[src/rtl/if_stage.sv]
// ---------------------------------------------------------------------------
// if_stage - instruction-fetch stage
//
// Owns the PC, issues single-word fetches to the memory controller over a
// level req / pulse ack handshake, and presents {if_pc, if_inst} to the
// IF/ID register from a one-entry output buffer. if_inst == 0 is a bubble.
//
// Ports
//   clk                  in   clock, rising edge
//   rst                  in   asynchronous active-low reset
//   ifid_stall           in   IF/ID holds the presented instruction
//   branch_interception  in   redirect request (beats stall and ack)
//   branch_target        in   redirect PC
//   mem_req              out  fetch request, held until mem_ack
//   mem_addr             out  fetch address, stable while mem_req = 1
//   mem_ack              in   one-cycle completion pulse
//   mem_rdata            in   fetched word, valid with mem_ack
//   if_pc                out  PC of presented instruction (0 on bubble)
//   if_inst              out  presented instruction (0 = bubble)
//   perf_fetched         out  accepted fetches, saturating  (IF_PERF_CNT_EN)
//   perf_dropped         out  discarded fetches, saturating (IF_PERF_CNT_EN)
//
// Build option: define IF_PERF_CNT_EN to add the two performance counters.
//
// state | meaning
// ------+-------------------------------------------------------------
// FETCH | request outstanding (or about to be raised) at pc
// HOLD  | buffer full, no request, waiting for IF/ID to consume
// DROP  | request to a stale address outstanding, its data is discarded
// ---------------------------------------------------------------------------
module if_stage #(
  parameter int unsigned            ADDR_W   = 32,
  parameter int unsigned            INST_W   = 32,
  parameter logic [ADDR_W-1:0]      RESET_PC = '0
) (
  input  logic              clk,
  input  logic              rst,
  input  logic              ifid_stall,
  input  logic              branch_interception,
  input  logic [ADDR_W-1:0] branch_target,
  output logic              mem_req,
  output logic [ADDR_W-1:0] mem_addr,
  input  logic              mem_ack,
  input  logic [INST_W-1:0] mem_rdata,
  output logic [ADDR_W-1:0] if_pc,
  output logic [INST_W-1:0] if_inst
`ifdef IF_PERF_CNT_EN
  ,
  output logic [31:0]       perf_fetched,
  output logic [31:0]       perf_dropped
`endif
);

  typedef enum logic [1:0] {
    ST_FETCH = 2'd0,
    ST_HOLD  = 2'd1,
    ST_DROP  = 2'd2
  } state_e;

  state_e            state_q, state_d;
  logic              started_q;
  logic [ADDR_W-1:0] pc_q, pc_d;
  logic [ADDR_W-1:0] stale_q, stale_d;
  logic [ADDR_W-1:0] buf_pc_q, buf_pc_d;
  logic [INST_W-1:0] buf_inst_q, buf_inst_d;
  logic              ack_ok;

  // The request is held low for the reset-release cycle so that the first
  // edge after release is the one that raises it.
  assign mem_req  = started_q && (state_q != ST_HOLD);
  // In DROP the controller is still working on the old address.
  assign mem_addr = (state_q == ST_DROP) ? stale_q : pc_q;
  assign ack_ok   = mem_ack && mem_req;

  assign if_pc    = buf_pc_q;
  assign if_inst  = buf_inst_q;

  always_comb begin
    state_d    = state_q;
    pc_d       = pc_q;
    stale_d    = stale_q;
    buf_pc_d   = buf_pc_q;
    buf_inst_d = buf_inst_q;

    unique case (state_q)
      ST_FETCH: begin
        if (branch_interception) begin
          pc_d       = branch_target;
          buf_pc_d   = '0;
          buf_inst_d = '0;
          // Without an ack the in-flight request must still be waited out.
          if (mem_req && !ack_ok) begin
            state_d = ST_DROP;
            stale_d = pc_q;
          end
        end else if (ack_ok) begin
          buf_pc_d   = pc_q;
          buf_inst_d = mem_rdata;
          pc_d       = pc_q + ADDR_W'(4);
          state_d    = ST_HOLD;
        end
      end

      ST_HOLD: begin
        if (branch_interception) begin
          pc_d       = branch_target;
          buf_pc_d   = '0;
          buf_inst_d = '0;
          state_d    = ST_FETCH;
        end else if (!ifid_stall) begin
          buf_pc_d   = '0;
          buf_inst_d = '0;
          state_d    = ST_FETCH;
        end
      end

      ST_DROP: begin
        if (branch_interception) begin
          pc_d       = branch_target;
          buf_pc_d   = '0;
          buf_inst_d = '0;
        end
        if (ack_ok) begin
          state_d = ST_FETCH;
        end
      end

      default: begin
        state_d = ST_FETCH;
      end
    endcase
  end

  always_ff @(posedge clk or negedge rst) begin
    if (!rst) begin
      state_q    <= ST_FETCH;
      started_q  <= 1'b0;
      pc_q       <= RESET_PC;
      stale_q    <= RESET_PC;
      buf_pc_q   <= '0;
      buf_inst_q <= '0;
    end else begin
      state_q    <= state_d;
      started_q  <= 1'b1;
      pc_q       <= pc_d;
      stale_q    <= stale_d;
      buf_pc_q   <= buf_pc_d;
      buf_inst_q <= buf_inst_d;
    end
  end

`ifdef IF_PERF_CNT_EN
  logic        ev_fetched;
  logic        ev_dropped;
  logic [31:0] perf_fetched_q;
  logic [31:0] perf_dropped_q;

  assign ev_fetched = (state_q == ST_FETCH) && !branch_interception && ack_ok;
  // A drop is either discarded ack data or a full buffer flushed by redirect.
  assign ev_dropped = ((state_q == ST_FETCH) && branch_interception && ack_ok) ||
                      ((state_q == ST_HOLD)  && branch_interception)           ||
                      ((state_q == ST_DROP)  && ack_ok);

  always_ff @(posedge clk or negedge rst) begin
    if (!rst) begin
      perf_fetched_q <= '0;
      perf_dropped_q <= '0;
    end else begin
      if (ev_fetched && (perf_fetched_q != '1)) perf_fetched_q <= perf_fetched_q + 32'd1;
      if (ev_dropped && (perf_dropped_q != '1)) perf_dropped_q <= perf_dropped_q + 32'd1;
    end
  end

  assign perf_fetched = perf_fetched_q;
  assign perf_dropped = perf_dropped_q;
`endif

endmodule
[config.mk]
export PLATFORM = sky130hd
export DESIGN_NAME = if_stage
export DESIGN_NICKNAME = d
export VERILOG_FILES = /design/src/rtl/if_stage.sv
export SDC_FILE = /design/constraint.sdc
export NUM_CORES = 1
export LEC_CHECK = 0
export BUFFER_PORTS_ARGS = -buffer_cell sky130_fd_sc_hd__buf_2
export CORE_UTILIZATION = 54
export CTS_CLUSTER_DIAMETER = 100
export DETAILED_ROUTE_END_ITERATION = 6
export HOLD_SLACK_MARGIN = 0.12
export PLACE_DENSITY = 0.8
export SLEW_MARGIN = 15
export SYNTH_ARGS = -nofsm -noshare
export SYNTH_HDL_FRONTEND = slang
export SYNTH_SLANG_ARGS = --single-unit
[constraint.sdc]
create_clock -name clk -period 3.1 [get_ports clk]
set_clock_uncertainty 0.2 [all_clocks]
set_input_delay 0.465 -clock clk [delete_from_list [all_inputs] [get_ports clk]]
set_output_delay 0.465 -clock clk [all_outputs]
set_load 0.005 [all_outputs]
==> results by group <==
Synth
  • Total number of yosys warnings: 0
  • Syn_nets: 731
  • Top_reg_cell synth: dfrtp_1
  • Avg Cell Area, Syn: 10.49 um2
  • Syn Std Cell Area: 0.006894 mm2
  • Syn Inst Count: 657
  • Number of synthesized flops with an enable pin: 0
  • Synthesized flop and latch total: 131
  • Post-synth ARST share: 100.0%
  • Post-synth cell types: 67
  • Sequential area share after synthesis: 47.55%

STA
  • Final Hold Vio Count: 0
  • FMAX: 374.3 MHz
  • RSZ-0062 raised after global routing: no
  • Crit path time final: 2.671 ns
  • Worst Tran Pin Value: 0.7934 ns
  • Fin crit share: 86.18%
  • Final worst setup slack: 0.4286 ns
  • Slew HR: 46.82%
  • Fin Setup TNS: 0 ns
  • Max Slew Vio Count: 0
  • Final setup fails: 0

Pwr
  • Leakage Power: 4.301 nW
  • Peak supply drop: 639.4 uV
  • Power Density: 1064 mW/mm2
  • Pwr Total: 9.347 mW

Critical path
  • Critical Path Fanout Max: 23
  • Reg2reg end: pc_q[16]
  • Crit Path Class: reg2out
  • Reg-to-reg slack, setup: 0.47 ns
  • CP endpoint kind: primary output
  • Startpoint Class: flip-flop
  • Crit path DAT: 2.01 ns
  • Critical path required time: 2.43 ns
  • R2r worst-path depth: 7
  • Reg2reg start: state_q[0]

Floorplan
  • Die X: 115.0 um
  • Row Count: 40
  • Initial core utilization: 56.45%
  • Die Area: 0.01322 mm2
  • IO Count: 166
  • Core area: 0.01221 mm2
  • Die Y: 115.0 um

Route
  • Initial DRC Count: 429
  • Post-route ant nets: 0
  • Via-to-Cell Ratio: 5.797
  • WL/cell: 18.27 um
  • DRT Pass-1 Iters: 5
  • Via count: 5919
  • DRC errors left: 0
  • Final WL: 18650 um

Placed design
  • Gpl congestion: 0.9204
  • PortBufs: 165
  • Final HPWL DP: 12390 um
  • DP Cell Count: 953
  • DP Worst Slack: 0.5332 ns

Global routing
  • Initial antenna violation count: 0
  • First-pass GRT wire length: 29610 um
  • Largest net degree at the start of global routing: 63
  • All-Layer GR Usage: 29.48%
  • Vias in the first global route: 5820
  • Final global-route overflow total: 0

Clock network
  • Clock edge transition at the registers on the reported setup and hold paths: 0.06 ns
  • Clk Latency, worst-skew pair: 0.42 ns
  • Num Clock Sinks: 131
  • CTS root buf: clkbuf_16
  • Clock tree buffer depth: 2
  • Post_cts resized: 0
  • Htree depth: 4
  • CTS tree: done
  • CTS buffer count: 17

Cells and area
  • Non-filler cells, final: 1021
  • Diodes inserted: 0
  • Nets: 914
  • Commonest non-fill, non-tap cell in the layout: buf_2
  • # fillers: 915
  • Commonest non-fill, non-tap cells in the layout: 164 x buf_2, 131 x dfrtp_1, 78 x nand2_1
  • Syn-to-layout area delta: 27.48%
  • Layout cells sized above 1: 32.59%

Worst hold path
  • Hold Crit Depth: 2
  • WHS Endpoint: pc_q[25]
  • Hold Startpoint: branch_target[25]
  • Worst Hold Class: in2reg

Flow run
  • Max Cap Viol: 0

Run status
  • Status: finished, final reports clean
## power breakdown
part	switching [mW]	internal (mW)	leakage [nW]
sequential	0.798	2.50	1.64
combinational	2.08	1.96	2.38
clock	0.727	1.27	0.286
total	3.61	5.74	4.30
## how the worst max path moves through the flow
stage | startpoint | endpoint | slack, ns
after detailed placement | state_q[1] | if_inst[17] | 0.53
after CTS | state_q[0] | mem_addr[31] | 0.42
final | state_q[0] | mem_addr[7] | 0.43
after global placement | state_q[1] | if_pc[8] | 0.67
after floorplan | state_q[0] | mem_addr[10] | 0.87
after global routing | state_q[0] | mem_addr[3] | 0.35
## per-layer routing
layer	global-route usage, %	vias to the layer above	share of wire [%]
li1	-	2683	-
met1	38.22	2914	42
met2	47.23	273	48
met3	7.960	49	7.1
met4	11.60	0	2.6
met5	0	-	0
## cell type report
class,count,area [um2],area share (%)
tap,168,210.2,2.392
clock buffer,21,450.4,5.125
inverter,59,221.5,2.520
clock inverter,11,135.1,1.538
timing repair buffer,218,1345,15.30
sequential,131,3278,37.30
multi-input combinational,413,3148,35.82
## sequential cells by signal, summed over array words and instances (netlist names)
signal,count
if_inst,32
if_pc,32
pc_q,32
stale_q,32
state_q,2
started_q,1
## worst max-delay path, cell delays in order (launching register included)
cell	delay, ns
dfrtp_1	0.42
inv_1	0.10
ha_1	0.19
buf_4	0.33
mux2_2	0.40
buf_2	0.13
## synthesized netlist by cell type (all sizes together), types with 3 or more instances
| master | count | area share [%] |
|---|---|---|
| a211oi | 7 | 0.83 |
| a21oi | 17 | 1.2 |
| a2bb2oi | 3 | 0.38 |
| a311oi | 3 | 0.38 |
| a31oi | 6 | 0.54 |
| a32oi | 4 | 0.51 |
| and2 | 13 | 1.2 |
| and3 | 10 | 0.91 |
| and4 | 6 | 0.78 |
| buf | 35 | 2.8 |
| clkbuf | 19 | 1.1 |
| dfrtp | 131 | 48 |
| ha | 5 | 0.91 |
| inv | 59 | 3.2 |
| mux2 | 73 | 12 |
| mux2i | 58 | 8.4 |
| nand2 | 78 | 4.2 |
| nand3 | 16 | 1.3 |
| nand3b | 3 | 0.33 |
| nand4 | 12 | 1.4 |
| nor2 | 19 | 1.0 |
| nor3 | 5 | 0.44 |
| nor3b | 3 | 0.33 |
| nor4 | 6 | 0.94 |
| o21ai | 11 | 0.80 |
| o22ai | 6 | 0.54 |
| o32ai | 10 | 1.3 |
| or3 | 7 | 0.71 |
## through the flow
step | area (um2) | hold slack (ns) | util, %
6_report | 8788 | 0.1319 | 71.97
3_3_place_gp | 7843 | 0.2636 | 64.22
3_5_place_dp | 7843 | 0.2762 | 64.22
4_1_cts | 8788 | 0.1256 | 71.97
2_1_floorplan | 6894 | -0.03059 | -
5_1_grt | 8788 | 0.1240 | 71.97
## cell families after synthesis
family / Yosys count / synth area share (%)
simple gates: 187 / 14.77
mux: 131 / 20.34
flops: 131 / 47.55
buf+inv: 113 / 7.060
compound gates: 89 / 9.311
fa+ha+maj: 5 / 0.9074
other cells: 1 / 0.05439
## repair_timing
action,in CTS,in global routing
setup endpoints to repair,0,0
endpoints found under the hold margin,95,0
setup buffers,0,0
hold buffers,36,0
Note: power is estimated with default switching activity, not from simulation.
